**config.mk**
```make
export PLATFORM = sky130hd
export DESIGN_NAME = dct_2d_sched
export DESIGN_NICKNAME = d
export VERILOG_FILES = /design/src/rtl/dct_2d_sched.sv
export SDC_FILE = /design/constraint.sdc
export NUM_CORES = 1
export LEC_CHECK = 0
export BUFFER_PORTS_ARGS = -buffer_cell sky130_fd_sc_hd__buf_2
export CORE_UTILIZATION = 29
export DETAILED_ROUTE_END_ITERATION = 10
export HOLD_SLACK_MARGIN = 0.05
export PLACE_DENSITY_LB_ADDON = 0.1
export SLEW_MARGIN = 20
export SYNTH_ARGS = -nofsm -noshare
export SYNTH_HDL_FRONTEND = slang
export SYNTH_SLANG_ARGS = --single-unit
```
**constraint.sdc**
```tcl
create_clock -name clk -period 3.25 [get_ports clk]
set_input_delay 0.1625 -clock clk [delete_from_list [all_inputs] [get_ports clk]]
set_output_delay 0.1625 -clock clk [all_outputs]
set_load 0.02 [all_outputs]
```
**src/rtl/dct_2d_sched.sv**
```systemverilog
// Row/coefficient sequencer for the two-stage 2D DCT column datapath.
// Issues one coefficient index per cycle under credit control and tags results.
module dct_2d_sched #(
    parameter int DATA_DEPTH = 8,
    parameter int PIPE_LAT   = 4,
    parameter int CREDITS    = 8,
    parameter int IDX_W      = $clog2(DATA_DEPTH)
) (
    input  logic             clk,
    input  logic             reset,
    input  logic             flush,
    input  logic             in_valid,
    output logic             in_ready,
    output logic             dp_load,
    output logic             dp_issue,
    output logic [IDX_W-1:0] dp_coeff_idx,
    output logic             res_valid,
    output logic [IDX_W-1:0] res_coeff_idx,
    output logic [IDX_W-1:0] res_row_idx,
    output logic             res_block_last,
    output logic             block_done,
    input  logic             credit_return,
    output logic             busy,
    output logic             err_credit
);

    localparam int CW = $clog2(CREDITS + 1);
    localparam logic [IDX_W-1:0] LAST = IDX_W'(DATA_DEPTH - 1);
    localparam logic [CW-1:0] CFULL = CW'(CREDITS);

    typedef enum logic {S_IDLE, S_ISSUE} state_t;

    typedef struct packed {
        logic             v;
        logic [IDX_W-1:0] idx;
        logic [IDX_W-1:0] row;
        logic             last;
    } tag_t;

    state_t           r_state;
    logic [IDX_W-1:0] r_k;
    logic [IDX_W-1:0] r_row_cnt;
    logic [IDX_W-1:0] r_row_tag;
    logic [CW-1:0]    r_credit;
    logic             r_err;
    tag_t             r_pipe [PIPE_LAT];

    logic w_accept;
    logic w_k_last;
    logic w_cr_full;
    tag_t w_tag_in;
    logic w_any_valid;

    assign in_ready     = (r_state == S_IDLE) & ~flush;
    assign w_accept     = in_valid & in_ready;
    assign dp_load      = w_accept;
    assign dp_issue     = (r_state == S_ISSUE) & (r_credit != '0) & ~flush;
    assign dp_coeff_idx = dp_issue ? r_k : '0;
    assign w_k_last     = (r_k == LAST);
    assign w_cr_full    = (r_credit == CFULL);

    always_comb begin
        w_tag_in = '0;
        if (dp_issue) begin
            w_tag_in.v    = 1'b1;
            w_tag_in.idx  = r_k;
            w_tag_in.row  = r_row_tag;
            w_tag_in.last = w_k_last & (r_row_tag == LAST);
        end
    end

    always_comb begin
        w_any_valid = 1'b0;
        for (int i = 0; i < PIPE_LAT; i++) begin
            w_any_valid = w_any_valid | r_pipe[i].v;
        end
    end

    always_ff @(posedge clk or posedge reset) begin
        if (reset) begin
            r_state   <= S_IDLE;
            r_k       <= '0;
            r_row_cnt <= '0;
            r_row_tag <= '0;
            r_credit  <= CFULL;
            r_err     <= 1'b0;
            for (int i = 0; i < PIPE_LAT; i++) begin
                r_pipe[i] <= '0;
            end
        end else if (flush) begin
            r_state   <= S_IDLE;
            r_k       <= '0;
            r_row_cnt <= '0;
            r_credit  <= CFULL;
            for (int i = 0; i < PIPE_LAT; i++) begin
                r_pipe[i] <= '0;
            end
        end else begin
            unique case (r_state)
                S_IDLE: begin
                    if (w_accept) begin
                        r_row_tag <= r_row_cnt;
                        r_k       <= '0;
                        r_state   <= S_ISSUE;
                    end
                end
                S_ISSUE: begin
                    if (dp_issue) begin
                        if (w_k_last) begin
                            r_state   <= S_IDLE;
                            r_row_cnt <= (r_row_cnt == LAST) ? '0 : r_row_cnt + 1'b1;
                        end else begin
                            r_k <= r_k + 1'b1;
                        end
                    end
                end
                default: r_state <= S_IDLE;
            endcase

            // Simultaneous issue and return cancel; a return into a full pool is an error.
            if (dp_issue & ~credit_return) begin
                r_credit <= r_credit - CW'(1);
            end else if (~dp_issue & credit_return) begin
                if (w_cr_full) begin
                    r_err <= 1'b1;
                end else begin
                    r_credit <= r_credit + CW'(1);
                end
            end

            r_pipe[0] <= w_tag_in;
            for (int i = 1; i < PIPE_LAT; i++) begin
                r_pipe[i] <= r_pipe[i-1];
            end
        end
    end

    assign res_valid      = r_pipe[PIPE_LAT-1].v;
    assign res_coeff_idx  = r_pipe[PIPE_LAT-1].idx;
    assign res_row_idx    = r_pipe[PIPE_LAT-1].row;
    assign res_block_last = r_pipe[PIPE_LAT-1].last;
    assign block_done     = res_valid & res_block_last;
    assign busy           = (r_state == S_ISSUE) | w_any_valid;
    assign err_credit     = r_err;

endmodule

```
Yosys cells after proc, flatten, opt, wreduce, memory -nomap -nowiden
Index checks and enable logic that the tools add are counted.
{"block": "totals", "reg_bits": 47, "inputBits": 5, "wordCells": 83}
{"block": "classes", "n_addsub": 4, "eq_ne": 8, "mux": 22, "bitwise_logic": 17, "reduce_logical": 10}
{"op": "2-to-1 mux 32 bit", "count": 1}
{"op": "2-to-1 mux 3 bit", "count": 10}
{"op": "2-to-1 mux 4 bit", "count": 4}
{"op": "equality test 3 bit (second input constant)", "count": 3}
{"op": "inequality test 3 bit (second input constant)", "count": 3}
{"op": "AND reduction 3 bit", "count": 3}
{"op": "AND 1 bit", "count": 8}
{"op": "2-to-1 mux 8 bit", "count": 1}
{"op": "adder 3 x 1 -> 3 bit (second input constant)", "count": 2}
{"op": "case mux 3 bit (2 select lines)", "count": 1}
{"op": "nonzero test 2 bit", "count": 3}
{"op": "NOT 1 bit", "count": 5}
{"op": "adder 4 x 1 -> 4 bit (second input constant)", "count": 1}
{"op": "equality test 4 bit (second input constant)", "count": 1}
{"op": "2-to-1 mux 1 bit", "count": 4}
{"op": "bitwise OR 1 bit", "count": 4}
{"op": "AND reduction 4 bit", "count": 1}
{"op": "nonzero test 4 bit", "count": 1}
{"op": "subtractor 4 x 1 -> 4 bit (second input constant)", "count": 1}
{"op": "inequality test 3 x 2 -> 1 bit (second input constant)", "count": 1}
{"op": "nonzero test 3 bit", "count": 1}
{"op": "case mux 1 bit (2 select lines)", "count": 1}
{"op": "AND reduction 2 bit", "count": 1}

Logic depth before layout (Yosys ltp)
{"block": "depth", "ltp_word": 8, "depth_mapped": 10, "depth_no_buf": 9}

Worst setup path after synthesis
Ideal clock, no wire load.
{"block": "synth_path", "path_kind": "register -> register", "from": "register r_credit[0]", "to": "register r_credit[3]", "arrival_ps": 2072, "required_ps": 3175, "setup_slack_ps": 1104, "path_stages_with_launch": 9, "n_path_buf": 0, "synth_period_minus_slack_ps": 2146, "cell_sequence": "dfrtp_1 > or4_4 > nand2_1 > nor2_1 > ha_1 > and3_2 > o22ai_1 > a21oi_2 > mux2i_1"}
{"block": "synth_via", "elab_chain_cells": 7, "word_cells_on_any_way": 16}
{"element": "start: declaration", "line": "44", "source": "logic [CW-1:0] r_credit;"}
{"element": "start signal: assignment", "line": "122", "source": "r_credit <= r_credit - CW'(1);"}
{"element": "start signal: assignment", "line": "127", "source": "r_credit <= r_credit + CW'(1);"}
{"element": "branches (longest 7 deep; another with adder 4 x 1 -> 4 bit)"}
Parallel ways; which one is timed is not known. The select of a mux whose other input is x is not followed.
A chain may end at the register's enable or synchronous reset.

Worst setup path after layout
{"block": "layout_path", "from": "register r_state", "to": "register r_credit[3]"}
{"block": "layout_via", "elab_chain_cells": 6, "word_cells_on_any_way": 10}
{"element": "start: declaration", "line": "40", "source": "state_t r_state;"}
{"element": "start signal: assignment", "line": "81", "source": "r_state <= S_IDLE;"}
{"element": "start signal: assignment", "line": "91", "source": "r_state <= S_IDLE;"}
{"element": "start signal: assignment", "line": "104", "source": "r_state <= S_ISSUE;"}
{"element": "AND 1 bit (*) (2 in series)", "line": "57", "source": "assign dp_issue = (r_state == S_ISSUE) & (r_credit != '0) & ~flush;"}
{"element": "NOT 1 bit", "line": "123", "source": "end else if (~dp_issue & credit_return) begin"}
{"element": "AND 1 bit", "line": "123"}
{"element": "nonzero test 3 bit (no source line)"}
{"element": "AND reduction 2 bit (no source line)"}
Mark *: on every way between the ends. The rest lies on a longest branch, timed or not.

==> results.toml <==
[run_status]
status = "finished, final reports clean"

[worst_setup_path]
crit_buf_inv = 0
cp_max_fo = 12
critPathMaxStageDelay_ns = 0.58
worst_r2r_path_depth = 8
path_cells = "nor2b_1 -> nand2_1 -> nor2_1 -> ha_1 -> and3_2 -> o22ai_1 -> a21oi_2 -> mux2i_1"
crit_path_end_kind = "flip-flop"
required_ns = 3.48
slowest_stage = "nor2b_1"
timing.rr.start = "r_state$_DFF_PP0_"
r2r_end = "r_credit[3]$_DFFE_PP1P_"
cp-start-kind = "flip-flop"
crit_family = "simple AND/OR/NAND/NOR gates"
r2r_slack_ns = 0.82
arrival_ns = 2.67
critPathKind = "reg -> reg"

[placement]
dp_hpwl_um = 2070
port_buffers = 21
place_ws_ns = 0.8377
place_congestion = 0.7772
dp_cells = 251

[floorplanning]
start_util_pct = 30.41
dieArea_um2 = 7106
row_count = 29
fp.coreArea_um2 = 6459
die_w_um = 84.30
ios = 22
fp.dieH_um = 84.30

[power_and_ir_drop]
p_leak_uw = 0.001161
p_clk_share_pct = 32.4
p_switching_uw = 273.6
pwr-share-seq_pct = 57.4
powerDensity_nw_per_um2 = 480.5
power_frac_comb_pct = 10.2
switching_share_pct = 25.85
design_power_total_uw = 1058
p_int_uw = 784.6
peakVddDrop_mv = 0.1468

[global_routing]
grt_pass1_vias = 1157
grt_antenna_before_repair = 0
grt_overflow = 0
track_usage_pct = 10.41
grt_pass1_wl_um = 5651
grt_max_degree = 48

[sta]
maxSlewHeadroom_pct = 46.51
setup_viol = 0
clock_skew_ns = 0.008866
fmax_mhz = 411.2
drv_slew = 0
fin_ws_ns = 0.8179
fin_crit_ns = 2.432
worst_pin_slew_ns = 0.8014
hold_ws_ns = 0.2280
hold_viol = 0
final.period_utilization_pct = 74.83
tns_ns = 0
rsz0062_at_grt = "no"

[synthesis]
ys_types = 34
syn_avg_cell_area_um2 = 12.05
syn_area_um2 = 1964
syn-num-nets = 174
netlist_instances = 163
synth_seq_cells = 47
synth_seq_area_share_pct = 59.94
synth_warnings = 0

[clocking]
insertion_delay_ns = 0.30
h-tree-depth = 2
root_buffer = "clkbuf_8"
clk_pin_slew_ns = 0.09
cts_buffer_depth = 2
cts_buffers = 5
cts_tree = "built"
cts.sink_count = 47

[routing]
ant_nets = 0
vias = 1144
drc_errors = 0
via_per_inst = 4.400
wire_per_inst_um = 12.35
routed_wl_um = 3212
first_pass_iters = 4
drtIter0Drc = 40

[worst_hold_path]
whs_path_depth = 2
hp-class = "in -> reg"
hold_path_end = "err_credit$_DFFE_PP0P_"
hold_start = "credit_return"

[layout]
drive_above_1_share_pct = 27.87
area_growth_pct = 12.10
fin_nets = 193
fillers = 662
fin_cells = 260
seqCellArea_um2 = 1177
antenna_cells = 0
multi_input_area_um2 = 681.9

[job]
maxCapViolations = 0
layer usage:
layer	routed length, um	up-vias	track usage [%]
li1	-	561	-
met3	168	8	3.048
met5	0	-	0
met1	1576	551	13.23
met2	1388	24	15.80
met4	78	0	6.113
area by class of cell:
cell class	count	area share (%)
inverters	8	1.420
clock inverters	2	0.5682
flip-flops and latches	47	53.47
multi-input cells	96	30.97
repair buffers	24	5.909
well taps	77	4.375
clock buffers	6	3.295
worst reg2reg max path, cell delays in order (launching register included):
cell and delay [ns]:
dfrtp_1 0.34, nor2b_1 0.58, nand2_1 0.31, nor2_1 0.23, ha_1 0.29, and3_2 0.22, o22ai_1 0.18, a21oi_2 0.09
mux2i_1 0.15
state kept, by name, indices dropped and copies added, names as in the netlist:
name	cells
err_credit	1
r_credit	4
r_k	3
r_pipe	24
r_row_cnt	3
r_row_tag	3
r_state	1
res_block_last	1
res_coeff_idx	3
res_row_idx	3
res_valid	1
cells in the final DEF (no fill, tap or decap), drive strengths merged:
master       instances
dfrtp               46
nor2b               26
buf                 23
nor2                13
nand2               10
and3                 9
inv                  7
ha                   6
clkbuf               6
mux2i                5
o21ai                4
nor3                 3
mux2                 3
a21oi                3
xor2                 2
clkinv               2
or4                  1
and2b                1
a311oi               1
o31ai                1
a31oi                1
xnor2                1
and2                 1
nand3                1
nand4b               1
a41o                 1
o22ai                1
nand4                1
clkinvlp             1
dlygate4sd3          1
dfstp                1
power by group through the flow:
stage	logic, uW	registers, uW	clock network [uW]
after floorplan	78.9	619	0
after global placement	108	618	0
after detailed placement	110	619	0
after CTS	110	607	362
after global routing	122	609	392
final	108	607	343
kinds of logic after synthesis:
| kind of cell | share of synthesized area (%) |
|---|---|
| multiplexers | 4.267 |
| flip-flops | 59.94 |
| buffers and inverters | 5.350 |
| AO/OA/AOI/OAI | 5.606 |
| adder cells (fa/ha/maj) | 3.822 |
| XOR/XNOR | 1.338 |
| AND/OR/NAND/NOR | 19.68 |
worst max path at each step:
| stage | endpoint | cells after the start | slack, ns | start |
|---|---|---|---|---|
| detailed placement | r_credit[3]$_DFFE_PP1P_ | 8 | 0.84 | r_credit[0]$_DFFE_PP0P_ |
| CTS | r_credit[3]$_DFFE_PP1P_ | 8 | 0.83 | r_credit[0]$_DFFE_PP0P_ |
| floorplan | r_credit[3]$_DFFE_PP1P_ | 8 | 1.10 | r_credit[0]$_DFFE_PP0P_ |
| global route | r_credit[3]$_DFFE_PP1P_ | 8 | 0.64 | r_state$_DFF_PP0_ |
| global placement | r_credit[3]$_DFFE_PP1P_ | 8 | 0.91 | r_credit[0]$_DFFE_PP0P_ |
| finish | r_credit[3]$_DFFE_PP1P_ | 8 | 0.82 | r_state$_DFF_PP0_ |
synth_stat cells (all sizes together):
library cell	count	area share [%]
a31oi	1	0.32
nor2	13	2.5
or4	1	0.57
mux2	3	1.7
dfstp	1	1.3
a311oi	1	1.3
nand2	10	1.9
and2	1	0.32
buf	7	2.9
mux2i	5	2.5
nor3	3	0.76
xor2	2	0.89
dfrtp	46	59
inv	8	1.5
ha	6	3.8
nand4	1	0.32
nand3	1	0.51
a21oi	3	1.5
nor2b	26	8.3
o31ai	1	0.38
xnor2	1	0.45
o21ai	4	1.2
clkbuf	5	0.96
and2b	1	0.45
a41o	1	0.51
o22ai	1	0.32
and3	9	3.6
nand4b	1	0.45
what timing repair did:
action	in CTS	in global routing
resized for setup	0	0
setup buffers	0	0
hold endpoints to repair	0	24
hold buffers	0	1
per-stage QoR:
stage	utilization, %	cell area (um2)
final	34.10	2202
after global routing	34.10	2202
after CTS	33.92	2191
after detailed placement	32.60	2106
after global placement	32.60	2106
after floorplan	-	1964
Note: power is estimated with default switching activity, not from simulation.
